<file path="config.mk">
export PLATFORM = sky130hd
export DESIGN_NAME = tt_um_button_count
export DESIGN_NICKNAME = d
export VERILOG_FILES = /design/src/rtl/tt_um_button_count.sv
export SDC_FILE = /design/constraint.sdc
export NUM_CORES = 1
export LEC_CHECK = 0
export ABC_CLOCK_PERIOD_IN_PS = 4300
export CAP_MARGIN = 25
export CORE_ASPECT_RATIO = 2
export CORE_MARGIN = 5
export CORE_UTILIZATION = 62
export CTS_CLUSTER_DIAMETER = 120
export DETAILED_ROUTE_END_ITERATION = 16
export PLACE_DENSITY = 0.87
export REMOVE_ABC_BUFFERS = 1
export SLEW_MARGIN = 20
export SYNTH_ARGS = -nofsm -noshare
export SYNTH_HDL_FRONTEND = slang
export SYNTH_SLANG_ARGS = --single-unit
</file>
<file path="constraint.sdc">
create_clock -name clk -period 4.3 [get_ports clk]
set_clock_uncertainty 0.2 [all_clocks]
set_input_delay 0.645 -clock clk [delete_from_list [all_inputs] [get_ports clk]]
set_output_delay 0.645 -clock clk [all_outputs]
set_load 0.02 [all_outputs]
</file>
<file path="src/rtl/tt_um_button_count.sv">
// Push-button up/down/clear/load counter tile.
// Optional macro AUTOREPEAT_EN adds hold-to-repeat on UP/DOWN.
module tt_um_button_count #(
  parameter int DEBOUNCE_CYCLES = 250000,
  parameter int REPEAT_DELAY    = 12500000,
  parameter int REPEAT_PERIOD   = 2500000
) (
  input  logic       clk,
  input  logic       rst_n,
  input  logic       ena,
  input  logic [7:0] ui_in,
  input  logic [7:0] uio_in,
  output logic [7:0] uo_out,
  output logic [7:0] uio_out,
  output logic [7:0] uio_oe
);

  localparam int CW = $clog2(DEBOUNCE_CYCLES + 1);
  localparam logic [CW-1:0] LAST = CW'(DEBOUNCE_CYCLES - 1);

  logic [3:0]    s1;
  logic [3:0]    s2;
  logic [3:0]    deb;
  logic [3:0]    deb_q;
  logic [3:0]    rise;
  logic [3:0]    ev;
  logic [CW-1:0] cnt [4];
  logic [7:0]    count;
  logic          unused;

  assign unused = &{1'b0, ui_in[7:4]};

  // two-flop synchroniser per button
  always_ff @(posedge clk or negedge rst_n) begin
    if (!rst_n) begin
      s1 <= '0;
      s2 <= '0;
    end else begin
      s1 <= ui_in[3:0];
      s2 <= s1;
    end
  end

  // stability counters; level flips on the last differing cycle
  always_ff @(posedge clk or negedge rst_n) begin
    if (!rst_n) begin
      deb <= '0;
      for (int i = 0; i < 4; i++) cnt[i] <= '0;
    end else begin
      for (int i = 0; i < 4; i++) begin
        if (s2[i] == deb[i]) begin
          cnt[i] <= '0;
        end else if (cnt[i] == LAST) begin
          deb[i] <= s2[i];
          cnt[i] <= '0;
        end else begin
          cnt[i] <= cnt[i] + 1'b1;
        end
      end
    end
  end

  // previous debounced level for rising-edge detect
  always_ff @(posedge clk or negedge rst_n) begin
    if (!rst_n) deb_q <= '0;
    else        deb_q <= deb;
  end

  assign rise = deb & ~deb_q;

`ifdef AUTOREPEAT_EN
  localparam logic [31:0] DLY = 32'(REPEAT_DELAY);
  localparam logic [31:0] PER = 32'(REPEAT_PERIOD);

  logic [31:0] tmr [2];
  logic [1:0]  act;
  logic [1:0]  first;
  logic [1:0]  rep;

  // repeat fires when the hold timer hits the current interval
  always_comb begin
    rep = '0;
    for (int i = 0; i < 2; i++) begin
      rep[i] = act[i] & deb[i] &
               (tmr[i] == (first[i] ? DLY : PER));
    end
  end

  // hold timers for UP and DOWN, armed by the press event
  always_ff @(posedge clk or negedge rst_n) begin
    if (!rst_n) begin
      act   <= '0;
      first <= '0;
      for (int i = 0; i < 2; i++) tmr[i] <= '0;
    end else begin
      for (int i = 0; i < 2; i++) begin
        if (rise[i]) begin
          act[i]   <= 1'b1;
          first[i] <= 1'b1;
          tmr[i]   <= 32'd1;
        end else if (act[i] && deb[i]) begin
          if (rep[i]) begin
            first[i] <= 1'b0;
            tmr[i]   <= 32'd1;
          end else begin
            tmr[i] <= tmr[i] + 32'd1;
          end
        end else begin
          act[i] <= 1'b0;
        end
      end
    end
  end

  assign ev = (rise | {2'b00, rep}) & {4{ena}};
`else
  assign ev = rise & {4{ena}};
`endif

  // counter: CLEAR > LOAD > UP+DOWN > UP > DOWN
  always_ff @(posedge clk or negedge rst_n) begin
    if (!rst_n)               count <= '0;
    else if (ev[2])           count <= '0;
    else if (ev[3])           count <= uio_in;
    else if (ev[0] && ev[1])  count <= count;
    else if (ev[0])           count <= count + 8'd1;
    else if (ev[1])           count <= count - 8'd1;
  end

  assign uo_out  = count;
  assign uio_out = 8'h00;
  assign uio_oe  = 8'h00;

endmodule

</file>
==> results of run 1 <==
final cells by class:
type | count | area share
clock buffer | 9 | 0.0418
timing repair buffer | 25 | 0.0488
clock inverter | 7 | 0.0218
multi-input combinational | 360 | 0.414
sequential | 96 | 0.446
tap | 94 | 0.0218
inverter | 8 | 0.00558
cell usage after synthesis (2+ instances only):
master,number
and4bb_2,2
nor4_1,9
a31oi_1,4
buf_2,2
nand4_1,9
dfrtp_1,96
nor3b_1,3
nand3_1,31
or2_2,2
nor2b_1,4
o211ai_1,2
mux2_2,4
nand2_1,32
nand3b_1,3
and2_1,4
o21ai_0,9
ha_1,11
and4_1,8
nand2b_1,5
mux2i_1,2
or2_1,2
nor2_1,85
a21oi_1,6
xor2_1,35
a21o_1,2
buf_6,3
buf_4,19
a211oi_1,3
nor3_1,7
inv_1,8
and3_1,13
xnor2_1,39
worst reg2reg max path: stages, from the launching register on:
cell,delay [ns]
dfrtp_1,0.45
nand3b_1,0.38
fa_1,0.59
a211oi_1,0.33
o21ai_0,0.18
a21o_1,0.18
nand3_1,0.07
a31oi_1,0.07
registers in the layout, indices dropped and copies added, names as in the netlist:
name / cells
deb: 4
deb_q: 4
uo_out: 8
cnt: 72
s2: 4
s1: 4
metrics by stage:
stage	setup WS, ns	cell area [sq um]	utilization	total power, mW
2_1_floorplan	1.86	4660	-	0.975
3_3_place_gp	0.984	5000	0.658	1.01
3_5_place_dp	0.907	5000	0.658	1.01
4_1_cts	1.25	5350	0.703	1.92
5_1_grt	1.05	5380	0.708	1.97
6_report	1.25	5380	0.708	1.91
how the worst max path moves through the flow:
| stage | cells past startpoint | end | slack [ns] | from |
|---|---|---|---|---|
| after global routing | 8 | uo_out[6] | 1.05 | ena |
| after CTS | 8 | uo_out[6] | 1.25 | ena |
| final | 8 | uo_out[6] | 1.25 | ena |
| after floorplan | 7 | uo_out[6] | 1.86 | ena |
| after detailed placement | 8 | uo_out[6] | 0.91 | ena |
| after global placement | 8 | uo_out[6] | 0.98 | ena |
cell families (layout without fill, tap and decap cells):
family | Yosys count | in the layout | synth area share
and+or+nand+nor | 224 | 224 | 0.235
xor gates and xnor gates | 74 | 74 | 0.135
DFF | 96 | 96 | 0.501
muxes | 6 | 6 | 0.0136
AOI/OAI and AO/OA | 28 | 28 | 0.0355
adders and majority gates | 12 | 12 | 0.0329
buffers and inverters | 33 | 49 | 0.0459
other | 1 | 16 | 0.000782
power by group:
part | switching, mW | leakage [nW] | total [mW] | internal (mW)
clock network | 0.339 | 0.170 | 0.908 | 0.569
registers | 0.0104 | 1.31 | 0.926 | 0.916
logic | 0.0505 | 0.892 | 0.0754 | 0.0249
per-layer routing:
| layer | global-route usage | vias to the layer above | wire [um] |
|---|---|---|---|
| li1 | - | 1626 | - |
| met1 | 0.220 | 1646 | 3470 |
| met2 | 0.357 | 84 | 5150 |
| met3 | 0.0420 | 31 | 291 |
| met4 | 0.115 | 0 | 338 |
| met5 | 0 | - | 0 |
==> flow_summary.yaml, run 1 <==
critical_path:
  critical-path-top-delay-family: "compound AO/OA/AOI/OAI gates"
  buffer_and_inverter_count_on_the_worst_path: 1
  crit_path_start_kind: "input port"
  timing.reg2reg.setup_slack_ns: 1.71
  worstPathCellList: "clkdlybuf4s50_1 > nand3b_1 > fa_1 > a211oi_1 > o21ai_0 > a21o_1 > nand3_1 > a31oi_1"
  timing.critical_path.slowest_cell_delay_ns: 0.59
  timing_worst_setup_path_type: "in -> reg"
  timing.critical_path.to_type: "flip-flop"
  r2r_end: "uo_out[6]"
  worstPathArrival_ns: 3.05
  critical_path.max_fanout: 9
  ff2ff_path_depth: 7
  worst_ep_required_time_ns: 4.30
  r2r-start: "deb[0]"
  cp_slowest_cell: "clkdlybuf4s50_1"
clocking:
  htree_levels: 3
  cts_resized: 0
  holdBufCountCts: 0
  cts_root_buffer: "clkbuf_16"
  cts_setup_buffers: 0
  clockBufferDepth: 2
  clk_pin_slew_ns: 0.06
  cts_sinks: 96
  clock_latency_ns: 0.34
  number_of_buffers_inserted_during_clock_tree_synthesis: 9
  cts_tree: "yes"
drt:
  post-route-drc-count: 0
  drt.antenna.violating_nets: 0
  route.vias.total: 3387
  drt-wirelength-per-cell_um: 15.4
  vias_per_cell: 5.65
  wl_um: 9250
  drt_iter0_markers: 246
  drtPass1Iterations: 4
finish:
  layout_commonest_cell: "dfrtp_1"
  layout_common_cells: "96 x dfrtp_1, 85 x nor2_1, 39 x xnor2_1"
  diodes: 0
  fin_nets: 531
  multiInputGateArea_sq_mm: 0.00223
  layoutNonFillerInstCount: 599
  drive_above_1_share: 0.0574
  synthToLayoutAreaGrowth_pct: 12.3
  area.sequential_sq_mm: 0.00240
  fillerInstances: 540
global_route:
  grt_first_pass_wirelength_um: 15600
  grt_pass1_vias: 3589
  grt_antenna_before_repair: 0
  maximum_number_of_pins_on_one_net_before_global_route_repair: 75
  global_route_total_usage_across_every_layer: 0.203
  grt_overflow: 0
sta:
  timing.final.hold_violations: 0
  max_freq_ghz: 0.328
  worst_pin_slew_ns: 0.653
  setup_repair_after_global_routing_missed_its_margin: "false"
  final_max_slew_viol_count: 0
  fin_crit_sh: 0.710
  period_needed_ns: 3.05
  timing.slew.headroom: 0.565
  setup_viol_count_final: 0
  worst_hold_slack_ns: 0.158
  totalNegativeSetupSlack_ns: 0
die:
  floorplan.initialDensity: 0.631
  design.core.area_sq_mm: 0.00760
  die_w_um: 72.2
  fp.dieArea_sq_mm: 0.00970
  num_io_pins: 43
  std_cell_rows: 45
  die-height_um: 134
power:
  leakage_nw: 2.37
  powerDensity_mw_per_mm2: 355
  ir_drop_mv: 0.323
placed_design:
  place_inst: 581
  detailedPlacementHpwl_um: 6350
  place.port_buffers: 22
  place.gp.congestion: 0.939
flow_run:
  maxCapViolCount: 0
synthesis:
  ys_ff_latch: 96
  yosys-top-cells-area: "dfrtp_1 50%, xnor2_1 7.1%, nor2_1 6.7%, xor2_1 6.4%, nand3_1 3.2%"
  synth-main-ff-cell: "dfrtp_1"
  synth_top_cell_by_area: "dfrtp_1"
  synth_top_cell_area_share: 0.501
  synth_cell_types: 42
  share_of_the_yosys_chip_area_belonging_to_registers: 0.501
  synth-edff-count: 0
  synthesized_area_per_cell_sq_um: 10.1
  async_flop_share: 1.00
  synth_area_sq_mm: 0.00479
  synthesis.yosys.warnings: 0
  syn-instance-count: 474
hold_path:
  min_path_cells: 0
  min-delay-path-class: "reg -> reg"
  holdPathEnd: "s2[0]"
  timing.hold.worst.start: "s1[0]"
run_status:
  status: "completed"
No activity file was read; power rests on OpenSTA's default activity.
==> inputs of run 2 (changes only) <==
--- a/config.mk
+++ b/config.mk
@@ -5,14 +5,14 @@
 export SDC_FILE = /design/constraint.sdc
 export NUM_CORES = 1
 export LEC_CHECK = 0
-export ABC_CLOCK_PERIOD_IN_PS = 4300
+export ABC_CLOCK_PERIOD_IN_PS = 2600
 export CAP_MARGIN = 25
 export CORE_ASPECT_RATIO = 2
 export CORE_MARGIN = 5
-export CORE_UTILIZATION = 62
+export CORE_UTILIZATION = 52
 export CTS_CLUSTER_DIAMETER = 120
 export DETAILED_ROUTE_END_ITERATION = 16
-export PLACE_DENSITY = 0.87
+export PLACE_DENSITY = 0.78
 export REMOVE_ABC_BUFFERS = 1
 export SLEW_MARGIN = 20
 export SYNTH_ARGS = -nofsm -noshare
==> constraint.sdc (replaced) <==
create_clock -name clk -period 2.6 [get_ports clk]
set_clock_uncertainty 0.2 [all_clocks]
set_input_delay 0.39 -clock clk [delete_from_list [all_inputs] [get_ports clk]]
set_output_delay 0.39 -clock clk [all_outputs]
set_load 0.02 [all_outputs]
==> flow_summary.yaml, run 2 (synthesized netlist as in run 1, its figures left out) <==
placed_design:
  detailedPlacementHpwl_um: 6320
  place.port_buffers: 22
  place.gp.congestion: 0.894
global_route:
  grt_antenna_before_repair: 0
  maximum_number_of_pins_on_one_net_before_global_route_repair: 97
  grt_overflow: 0
  grt_first_pass_wirelength_um: 15400
  grt_pass1_vias: 3528
  global_route_total_usage_across_every_layer: 0.163
drt:
  drtPass1Iterations: 4
  drt_iter0_markers: 115
  vias_per_cell: 5.55
  wl_um: 8940
  drt.antenna.violating_nets: 0
  post-route-drc-count: 0
  drt-wirelength-per-cell_um: 14.4
  route.vias.total: 3435
sta:
  totalNegativeSetupSlack_ns: 0
  timing.final.hold_violations: 0
  setup_viol_count_final: 0
  final_max_slew_viol_count: 0
  period_needed_ns: 2.38
  setup_repair_after_global_routing_missed_its_margin: "false"
  worst_pin_slew_ns: 0.632
  timing.slew.headroom: 0.578
  fin_crit_sh: 0.916
  max_freq_ghz: 0.420
critical_path:
  timing.reg2reg.setup_slack_ns: 0.32
  worst_ep_required_time_ns: 2.61
  worstPathArrival_ns: 2.40
  timing.critical_path.to_type: "flip-flop"
  critical_path.max_fanout: 4
  crit_path_start_kind: "input port"
  timing_worst_setup_path_type: "in -> reg"
finish:
  synthToLayoutAreaGrowth_pct: 13.1
  layout_common_cells: "96 x dfrtp_1, 85 x nor2_1, 39 x xnor2_1"
  fin_nets: 543
  diodes: 0
  fillerInstances: 752
  largest_reg_flops: 72
  regMostFlops: "cnt"
  final_core_density: 0.602
  layout_commonest_cell: "dfrtp_1"
  drive_above_1_share: 0.0774
hold_path:
  min-delay-path-class: "reg -> reg"
die:
  die-height_um: 146
  std_cell_rows: 49
  design.core.area_sq_mm: 0.00901
  die_w_um: 77.9
  fp.dieArea_sq_mm: 0.0114
  num_io_pins: 43
  floorplan.initialDensity: 0.532
flow_run:
  maxCapViolCount: 0
clocking:
  cts_root_buffer: "clkbuf_16"
  htree_levels: 3
  cts_resized: 0
  cts_tree: "yes"
  cts_sinks: 96
  clockBufferDepth: 2
  clk_pin_slew_ns: 0.06
  clock_latency_ns: 0.33
  number_of_buffers_inserted_during_clock_tree_synthesis: 9
run_status:
  status: "completed"
power:
  ir_drop_mv: 0.457
  powerDensity_mw_per_mm2: 540
  leakage_nw: 2.39
==> run 2: layout make-up <==
class | count | area, sq um | share of cell area
clock buffers | 10 | 229 | 0.0422
clock inverters | 6 | 60.1 | 0.0111
inverters | 8 | 30.0 | 0.00554
multi-input cells | 360 | 2230 | 0.411
flip-flops and latches | 96 | 2400 | 0.443
well taps | 102 | 128 | 0.0235
repair buffers | 37 | 345 | 0.0637
==> run 2: where the power goes <==
group | switching (mW) | internal, mW | leakage (nW) | total (mW)
clock network | 0.533 | 0.740 | 0.138 | 1.27
logic | 0.0834 | 0.0420 | 0.944 | 0.125
registers | 0.0177 | 1.52 | 1.31 | 1.53
total | 0.634 | 2.30 | 2.39 | 2.93
==> run 2: path summary, 6_finish.rpt <==
check	start	end	cells after the start
min	s1[1]	s2[1]	0
max reg2reg	deb_q[0]	uo_out[6]	7
max	ena	uo_out[6]	8
min in group asynchronous	rst_n	cnt[12]	3
max in group asynchronous	rst_n	cnt[28]	3
min reg2reg	s1[1]	s2[1]	0
==> run 2: critical path, cell delays in order <==
cell and delay (ns):
clkdlybuf4s50_1 0.49, nand3b_1 0.17, fa_1 0.48, a211oi_1 0.35
o21ai_0 0.19, a21o_1 0.18, nand3_1 0.07, a31oi_1 0.08
==> run 2: layer usage <==
layer | routed length (um) | GRT usage
met2 | 5080 | 0.299
met5 | 0 | 0
met4 | 147 | 0.0618
met1 | 3400 | 0.182
met3 | 317 | 0.0291
==> run 2: metrics by stage <==
| stage | total power [mW] | hold slack [ns] | instance area, sq um | setup WS [ns] | std cells |
|---|---|---|---|---|---|
| 3_3_place_gp | 1.68 | 0.140 | 5120 | -0.0408 | 602 |
| 5_1_grt | 3.03 | 0.157 | 5420 | 0.0265 | 619 |
| 3_5_place_dp | 1.69 | 0.135 | 5120 | -0.100 | 602 |
| 6_report | 2.93 | 0.148 | 5420 | 0.218 | 619 |
| 4_1_cts | 2.96 | 0.149 | 5420 | 0.239 | 619 |
| 2_1_floorplan | 1.61 | -0.106 | 4660 | 0.373 | 464 |
==> run 2: timing repair <==
item	CTS	global route
hold buffers	1	0
endpoints found under the hold margin	96	0
buffers inserted	0	0
==> inputs of run 3 (changes only) <==
--- a/config.mk
+++ b/config.mk
@@ -12,6 +12,7 @@
 export CORE_UTILIZATION = 52
 export CTS_CLUSTER_DIAMETER = 120
 export DETAILED_ROUTE_END_ITERATION = 16
+export HOLD_SLACK_MARGIN = 0.08
 export PLACE_DENSITY = 0.78
 export REMOVE_ABC_BUFFERS = 1
 export SLEW_MARGIN = 20
==> results of run 3 <==
Same layout as run 2: the final DEF is identical, and so are final timing and power.
